File: config.mk
export PLATFORM = sky130hd
export DESIGN_NAME = prefetch_unit
export DESIGN_NICKNAME = d
export VERILOG_FILES = /design/src/rtl/fetch_pkg.sv /design/src/rtl/fetch_fifo.sv /design/src/rtl/prefetch_unit.sv
export SDC_FILE = /design/constraint.sdc
export NUM_CORES = 1
export LEC_CHECK = 0
export BUFFER_PORTS_ARGS = -buffer_cell sky130_fd_sc_hd__buf_2
export CAP_MARGIN = 25
export CORE_MARGIN = 10
export CORE_UTILIZATION = 45
export CTS_CLUSTER_DIAMETER = 60
export DETAILED_ROUTE_END_ITERATION = 7
export PLACE_DENSITY = 0.75
export SYNTH_ARGS = -nofsm -noshare
export SYNTH_HDL_FRONTEND = slang
export SYNTH_SLANG_ARGS = --single-unit
File: constraint.sdc
create_clock -name clk -period 7.9 [get_ports clk]
set_input_delay 1.975 -clock clk [delete_from_list [all_inputs] [get_ports clk]]
set_output_delay 1.975 -clock clk [all_outputs]
set_load 0.01 [all_outputs]
File: src/rtl/fetch_pkg.sv
// fetch_pkg
// Shared types and constants for the instruction prefetch path.
//   fetch_entry_t : one buffered instruction together with the PC it was fetched from
//   NOP_INSTR     : canonical bubble instruction (addi x0, x0, 0) used by decode
//   PC_ALIGN_MASK : clears the byte-offset bits of a fetch address
//   align_pc()    : applies PC_ALIGN_MASK to an arbitrary target address
package fetch_pkg;

  typedef struct packed {
    logic [31:0] pc;
    logic [31:0] instr;
  } fetch_entry_t;

  localparam logic [31:0] NOP_INSTR     = 32'h0000_0013;
  localparam logic [31:0] PC_ALIGN_MASK = 32'hFFFF_FFFC;

  // Instructions are always word aligned, so the low two bits of any
  // redirect target carry no information and are forced to zero.
  function automatic logic [31:0] align_pc(input logic [31:0] pc);
    return pc & PC_ALIGN_MASK;
  endfunction

endpackage

File: src/rtl/fetch_fifo.sv
// fetch_fifo
// Small synchronous FIFO holding fetched instructions in registers. The
// oldest entry is always visible on head_data (no read latency), which lets
// decode see the instruction in the same cycle it is counted as present.
// Ports:
//   clk, rst    : clock, asynchronous active-high reset
//   flush       : synchronous clear; overrides push and pop in that cycle
//   push        : write push_data at the tail
//   push_data   : entry to write
//   pop         : drop the head entry (ignored while empty)
//   head_data   : oldest entry (undefined contents while empty)
//   count       : number of valid entries, 0..DEPTH
//   full, empty : count == DEPTH / count == 0
module fetch_fifo
  import fetch_pkg::*;
#(
  parameter int  DEPTH   = 4,
  parameter type entry_t = fetch_entry_t
) (
  input  logic                     clk,
  input  logic                     rst,
  input  logic                     flush,
  input  logic                     push,
  input  entry_t                   push_data,
  input  logic                     pop,
  output entry_t                   head_data,
  output logic [$clog2(DEPTH):0]   count,
  output logic                     full,
  output logic                     empty
);

  localparam int AW = $clog2(DEPTH);
  localparam int CW = AW + 1;

  entry_t          mem [DEPTH];
  logic [AW-1:0]   wr_ptr;
  logic [AW-1:0]   rd_ptr;
  logic            do_push;
  logic            do_pop;

  // A flush wins over everything else in its cycle; a pop is only honoured
  // when there is something to pop so the pointers can never cross.
  assign do_push = push && !flush;
  assign do_pop  = pop && !flush && !empty;

  assign empty     = (count == '0);
  assign full      = (count == CW'(DEPTH));
  assign head_data = mem[rd_ptr];

  // Storage array. It needs no reset because nothing reads an entry
  // before it has been written, and the top masks head_data while empty.
  always_ff @(posedge clk) begin
    if (do_push) begin
      mem[wr_ptr] <= push_data;
    end
  end

  // Pointers and occupancy. DEPTH is a power of two, so the pointers wrap
  // naturally; a simultaneous push and pop leaves the count unchanged.
  always_ff @(posedge clk or posedge rst) begin
    if (rst) begin
      wr_ptr <= '0;
      rd_ptr <= '0;
      count  <= '0;
    end else if (flush) begin
      wr_ptr <= '0;
      rd_ptr <= '0;
      count  <= '0;
    end else begin
      if (do_push) begin
        wr_ptr <= wr_ptr + AW'(1);
      end
      if (do_pop) begin
        rd_ptr <= rd_ptr + AW'(1);
      end
      case ({do_push, do_pop})
        2'b10:   count <= count + CW'(1);
        2'b01:   count <= count - CW'(1);
        default: count <= count;
      endcase
    end
  end

endmodule

File: src/rtl/prefetch_unit.sv
// prefetch_unit
// Instruction prefetcher: owns the fetch PC, issues word requests to
// instruction memory, buffers the returned words with their PCs and hands
// them to decode. Redirects flush the buffer and silently discard every
// response belonging to requests issued before the redirect.
// Ports:
//   clk, rst                                     : clock, async active-high reset
//   imem_req_valid/ready, imem_req_addr          : fetch request channel
//   imem_rsp_valid, imem_rsp_data                : in-order response channel
//   redirect_valid, redirect_pc                  : branch/jump target from execute
//   instr_valid/ready, instr_data, instr_pc      : instruction stream to decode
module prefetch_unit
  import fetch_pkg::*;
#(
  parameter logic [31:0] RESET_PC   = 32'h0000_0000,
  parameter int          FIFO_DEPTH = 4
) (
  input  logic        clk,
  input  logic        rst,
  output logic        imem_req_valid,
  input  logic        imem_req_ready,
  output logic [31:0] imem_req_addr,
  input  logic        imem_rsp_valid,
  input  logic [31:0] imem_rsp_data,
  input  logic        redirect_valid,
  input  logic [31:0] redirect_pc,
  output logic        instr_valid,
  input  logic        instr_ready,
  output logic [31:0] instr_data,
  output logic [31:0] instr_pc
);

  localparam int              CW      = $clog2(FIFO_DEPTH) + 1;
  localparam logic [CW:0]     DEPTH_W = (CW + 1)'(FIFO_DEPTH);

  logic [31:0]   fetch_pc;
  logic [31:0]   rsp_pc;
  logic [CW-1:0] outstanding;
  logic [CW-1:0] drop_cnt;
  logic [CW-1:0] fifo_count;
  logic [CW:0]   credit_used;
  logic          fifo_full;
  logic          fifo_empty;
  logic          fifo_push;
  logic          fifo_pop;
  logic          req_fire;
  logic [31:0]   target_pc;
  fetch_entry_t  push_entry;
  fetch_entry_t  head_entry;

  // Every request in flight has a reserved FIFO slot, so a live response can
  // always be pushed without any backpressure on the memory side.
  assign credit_used    = {1'b0, outstanding} + {1'b0, fifo_count};
  assign imem_req_valid = !rst && !redirect_valid && (credit_used < DEPTH_W);
  assign imem_req_addr  = fetch_pc;
  assign req_fire       = imem_req_valid && imem_req_ready;

  assign target_pc = align_pc(redirect_pc);

  // Responses are accepted unconditionally; only those not already marked
  // stale (and not arriving under a redirect) become instructions.
  assign fifo_push  = imem_rsp_valid && !redirect_valid && (drop_cnt == '0);
  assign push_entry = '{pc: rsp_pc, instr: imem_rsp_data};

  assign instr_valid = !fifo_empty && !redirect_valid;
  assign fifo_pop    = instr_valid && instr_ready;

  // While the buffer is empty the outputs show a clean zero word and the PC
  // the next instruction will carry, which also gives the reset values.
  assign instr_data = fifo_empty ? 32'h0 : head_entry.instr;
  assign instr_pc   = fifo_empty ? rsp_pc : head_entry.pc;

  fetch_fifo #(
    .DEPTH   (FIFO_DEPTH),
    .entry_t (fetch_entry_t)
  ) u_fifo (
    .clk       (clk),
    .rst       (rst),
    .flush     (redirect_valid),
    .push      (fifo_push),
    .push_data (push_entry),
    .pop       (fifo_pop),
    .head_data (head_entry),
    .count     (fifo_count),
    .full      (fifo_full),
    .empty     (fifo_empty)
  );

  // Fetch address: jumps to the aligned target on a redirect, otherwise
  // advances one word per accepted request and wraps at the top of memory.
  always_ff @(posedge clk or posedge rst) begin
    if (rst) begin
      fetch_pc <= RESET_PC;
    end else if (redirect_valid) begin
      fetch_pc <= target_pc;
    end else if (req_fire) begin
      fetch_pc <= fetch_pc + 32'd4;
    end
  end

  // PC tag for the next live response. It tracks fetch_pc in lockstep but
  // only advances when an instruction is actually buffered.
  always_ff @(posedge clk or posedge rst) begin
    if (rst) begin
      rsp_pc <= RESET_PC;
    end else if (redirect_valid) begin
      rsp_pc <= target_pc;
    end else if (fifo_push) begin
      rsp_pc <= rsp_pc + 32'd4;
    end
  end

  // Requests in flight, stale or not. Redirects block acceptance, so the
  // increment and decrement sources never need redirect qualification.
  always_ff @(posedge clk or posedge rst) begin
    if (rst) begin
      outstanding <= '0;
    end else begin
      case ({req_fire, imem_rsp_valid})
        2'b10:   outstanding <= outstanding + CW'(1);
        2'b01:   outstanding <= outstanding - CW'(1);
        default: outstanding <= outstanding;
      endcase
    end
  end

  // Stale-response counter. On a redirect everything in flight becomes
  // stale; a response landing in the redirect cycle is already discarded
  // there, so it is taken out of the count. Older pending drops are still
  // inside outstanding, which is why a plain reload is enough.
  always_ff @(posedge clk or posedge rst) begin
    if (rst) begin
      drop_cnt <= '0;
    end else if (redirect_valid) begin
      drop_cnt <= imem_rsp_valid ? (outstanding - CW'(1)) : outstanding;
    end else if (imem_rsp_valid && (drop_cnt != '0)) begin
      drop_cnt <= drop_cnt - CW'(1);
    end
  end

  // The credit scheme must make a push into a full buffer impossible.
  a_no_push_when_full : assert property (
    @(posedge clk) disable iff (rst) !(fifo_push && fifo_full)
  );

endmodule

==> summary.txt <==
Global routing
  – Congestion Overflow GR: 0
  – First-pass GRT wire length: 48700 µm
  – Initial antenna violation count: 0
  – Gr usage total: 16.0%
  – Largest net degree at the start of global routing: 74
  – Vias in the first global route: between 8k and 9k

Hold path
  – Hold/Removal Path Class: flop to flop

Power and ir drop
  – Tot Pwr: 4860 µW
  – Lkg Pwr: between 0.005 and 0.006 µW
  – Max VDD drop: 155 µV
  – Net switching power: 1390 µW
  – Switching Share: 28.6%
  – Seq pwr share: 43.0%
  – Pwr/cell area: 300 nW/µm²
  – P_int: 3460 µW
  – Comb pwr share: a little under a quarter
  – Power share of the clock group: 33.7%

Critical path
  – Critical path class: input port to output port
  – Worst EP required: approximately 6 ns
  – CP Launch Type: input port
  – Setup crit end kind: output port
  – CP arrival: 3.18 ns
  – Peak fanout along the critical path: 48

STA
  – Clock skew: roughly 0.024 ns
  – Crit share post-route: around two thirds
  – Max frequency: around 190 MHz
  – Worst rel slew slack: 34.2%
  – Period minus WS final: slightly above 5 ns
  – Least-Margin Pin Slew: 0.988 ns
  – RSZ-0062 raised after global routing: false
  – Hold Fails Final Rpt: 0
  – # setup viols final: 0
  – Max Slew Vio Count: 0
  – Setup slack after layout: around 2.7 ns
  – Setup tns final: 0 ns

Flow run
  – Max Cap Viol: 0

Logic synthesis
  – Sequential area share after synthesis: between 60% and 70%
  – Synth unique cells: between 50 and 60
  – Register bit total from synthesis: 321
  – Cell area after synthesis: 13800 µm²
  – Syn avg cell area: 16.0 µm²
  – Mapped Cells: 859
  – Top_reg_cell synth: edfxtp_1
  – Count leader, synth: edfxtp_1
  – Share of the synthesized area in the top cell type: 54.1%
  – Synth top cells by count: 248 x edfxtp_1, 73 x dfrtp_1, 62 x mux4_2, 59 x nand2_1, 44 x o21ai_0
  – Synth Warn #: 0
  – Synth area leaders: edfxtp_1 54%, dfrtp_1 13%, mux4_2 10%
  – Cell type with the largest total area after synthesis: edfxtp_1
  – Post-synth EDFFs: 248
  – Async S/R FF share, synth: 22.7%

Placed design
  – Port bufs: 161
  – Pre-CTS WS: 2.72 ns
  – HPWL after DPL: about 19000 µm
  – Routability cong.: 0.883
  – Placed Cells: 1386

Detailed routing
  – WL/cell: ~21 µm
  – Total number of vias: 8129
  – Wirelength, routed: 30900 µm
  – 1st-iter DRT viols: 566
  – DR pass1 iterations: 7
  – ANT nets after route: 0
  – Vias/cell: 5.61
  – Drt drc: 0

Clock network
  – Post-CTS Resized: 0
  – CTS tree: yes
  – CTS Buf Count: 35
  – CTS root buf: clkbuf_16
  – Longest Clk Path Bufs: 3
  – Worst-Skew Late Latency: ~0.52 ns
  – Post CTS Setup Buffer Count: 0
  – CTS H-tree depth: 2
  – Hold Buf Count CTS: 0
  – Reg clk slew, reported paths: 0.06 ns
  – Total clock sinks: 321

Final layout
  – Final net count: roughly 1.1k
  – Share of cells above drive strength 1: 32.5%
  – Ant. Diodes: 0
  – Non-Filler Instances: 1448
  – Layout fillers: 2529
  – Core Util, Final: 53.1%
  – Area Overhead vs Synth: 17.3%

Status
  – Status: finished clean

Die
  – # IOs: 168
  – Die height: between 150 and 200 µm
  – Rows: 64
  – Die area: 38000 µm²
  – Starting Density: 45.3%
  – Die W: 195 µm
  – Core box area: approximately 30000 µm²
[power groups by stage]
| stage | clock network (µW) | registers [µW] | logic [µW] |
|---|---|---|---|
| final | 1640 | 2090 | 1130 |
| after global routing | 1750 | 2110 | 1240 |
| after CTS | 1680 | 2090 | 1160 |
| after detailed placement | 0 | 2130 | 1150 |
| after global placement | 0 | 2120 | 1130 |
| after floorplan | 0 | 2040 | 805 |
[layout make-up]
type	count	area [µm²]	share of cell area, %
Tap cell	396	495	3.07
Clock inverter	15	199	1.23
Inverter	13	48.8	0.302
Sequential cell	321	9280	57.4
Timing Repair Buffer	172	913	5.65
Clock buffer	47	962	5.95
Multi-Input combinational cell	484	4260	26.4
[sequential cells by signal (all words and copies together), names as in the netlist]
| signal | cells |
|---|---|
| outstanding | 3 |
| rsp_pc | 30 |
| imem_req_addr | 30 |
| u_fifo.wr_ptr | 2 |
| u_fifo.mem | 248 |
| u_fifo.count | 3 |
| u_fifo.rd_ptr | 2 |
| drop_cnt | 3 |
[critical path, stage by stage]
cell    delay [ns]
buf_2         0.68
nor3_1        0.17
and3_1        0.22
buf_2         0.14
[per-layer routing]
| metal | up-vias | track usage, % | routed length [µm] |
|---|---|---|---|
| met5 | - | 0 | 0 |
| met3 | 51 | 3.55 | 2320 |
| met1 | 4085 | 23.0 | 14200 |
| met2 | 326 | 24.1 | 13900 |
| li1 | 3667 | - | - |
| met4 | 0 | 3.90 | 478 |
[path summary, 6_finish.rpt]
| path | start | endpoint | slack [ns] | cells after the start |
|---|---|---|---|---|
| setup / recovery | redirect_valid | imem_req_valid | 2.74 | 4 |
| hold / removal | outstanding[2]$_DFFE_PP0P_ | outstanding[2]$_DFFE_PP0P_ | 0.55 | 1 |
| setup reg to reg | drop_cnt[0]$_DFFE_PP0P_ | u_fifo.mem[3][31]$_DFFE_PP_ | 4.89 | 5 |
| hold reg to reg | outstanding[2]$_DFFE_PP0P_ | outstanding[2]$_DFFE_PP0P_ | 0.55 | 1 |
| max in group asynchronous | rst | u_fifo.rd_ptr[0]$_DFFE_PP0P_ | 5.38 | 3 |
| min in group asynchronous | rst | imem_req_addr[2]$_DFFE_PP0P_ | 1.77 | 3 |
[kinds of logic (layout without fill, tap and decap cells)]
logic type,after synthesis,count (layout),share of synthesized area (%)
AOI/OAI and AO/OA,97,97,4.25
and+or+nand+nor,225,225,9.14
DFF,321,321,67.3
adders and majority gates,14,14,1.33
xor gates and xnor gates,42,42,2.67
muxes,102,102,13.4
other,1,4,0.0272
buffers and inverters,57,247,1.91
[placed cells by master (no fill, tap or decap), drive strengths merged, types with 2 or more instances in the layout]
master / count
nand4b: 2
nand2: 60
xnor2: 17
inv: 16
xor2: 25
dfrtp: 73
bufinv: 4
nand3b: 3
or3: 2
mux2: 37
and4: 6
nand3: 23
buf: 172
o311ai: 10
edfxtp: 248
nor3b: 2
a21boi: 2
nor2: 28
a31oi: 8
nand4: 28
o21ai: 50
and2: 6
o31ai: 2
nor3: 7
ha: 13
nor2b: 33
a211oi: 2
clkinv: 7
clkbuf: 47
a21oi: 10
conb: 4
nor4: 2
nand2b: 2
o211ai: 8
and3: 18
mux4: 62
mux2i: 3
[per-stage QoR]
step | hold slack, ns | area [µm²]
CTS | 0.554 | 16200
finish | 0.553 | 16200
global placement | 0.508 | 15000
detailed placement | 0.510 | 15000
floorplan | 0.486 | 13800
global route | 0.566 | 16200
Note: power is estimated with default switching activity, not from simulation.
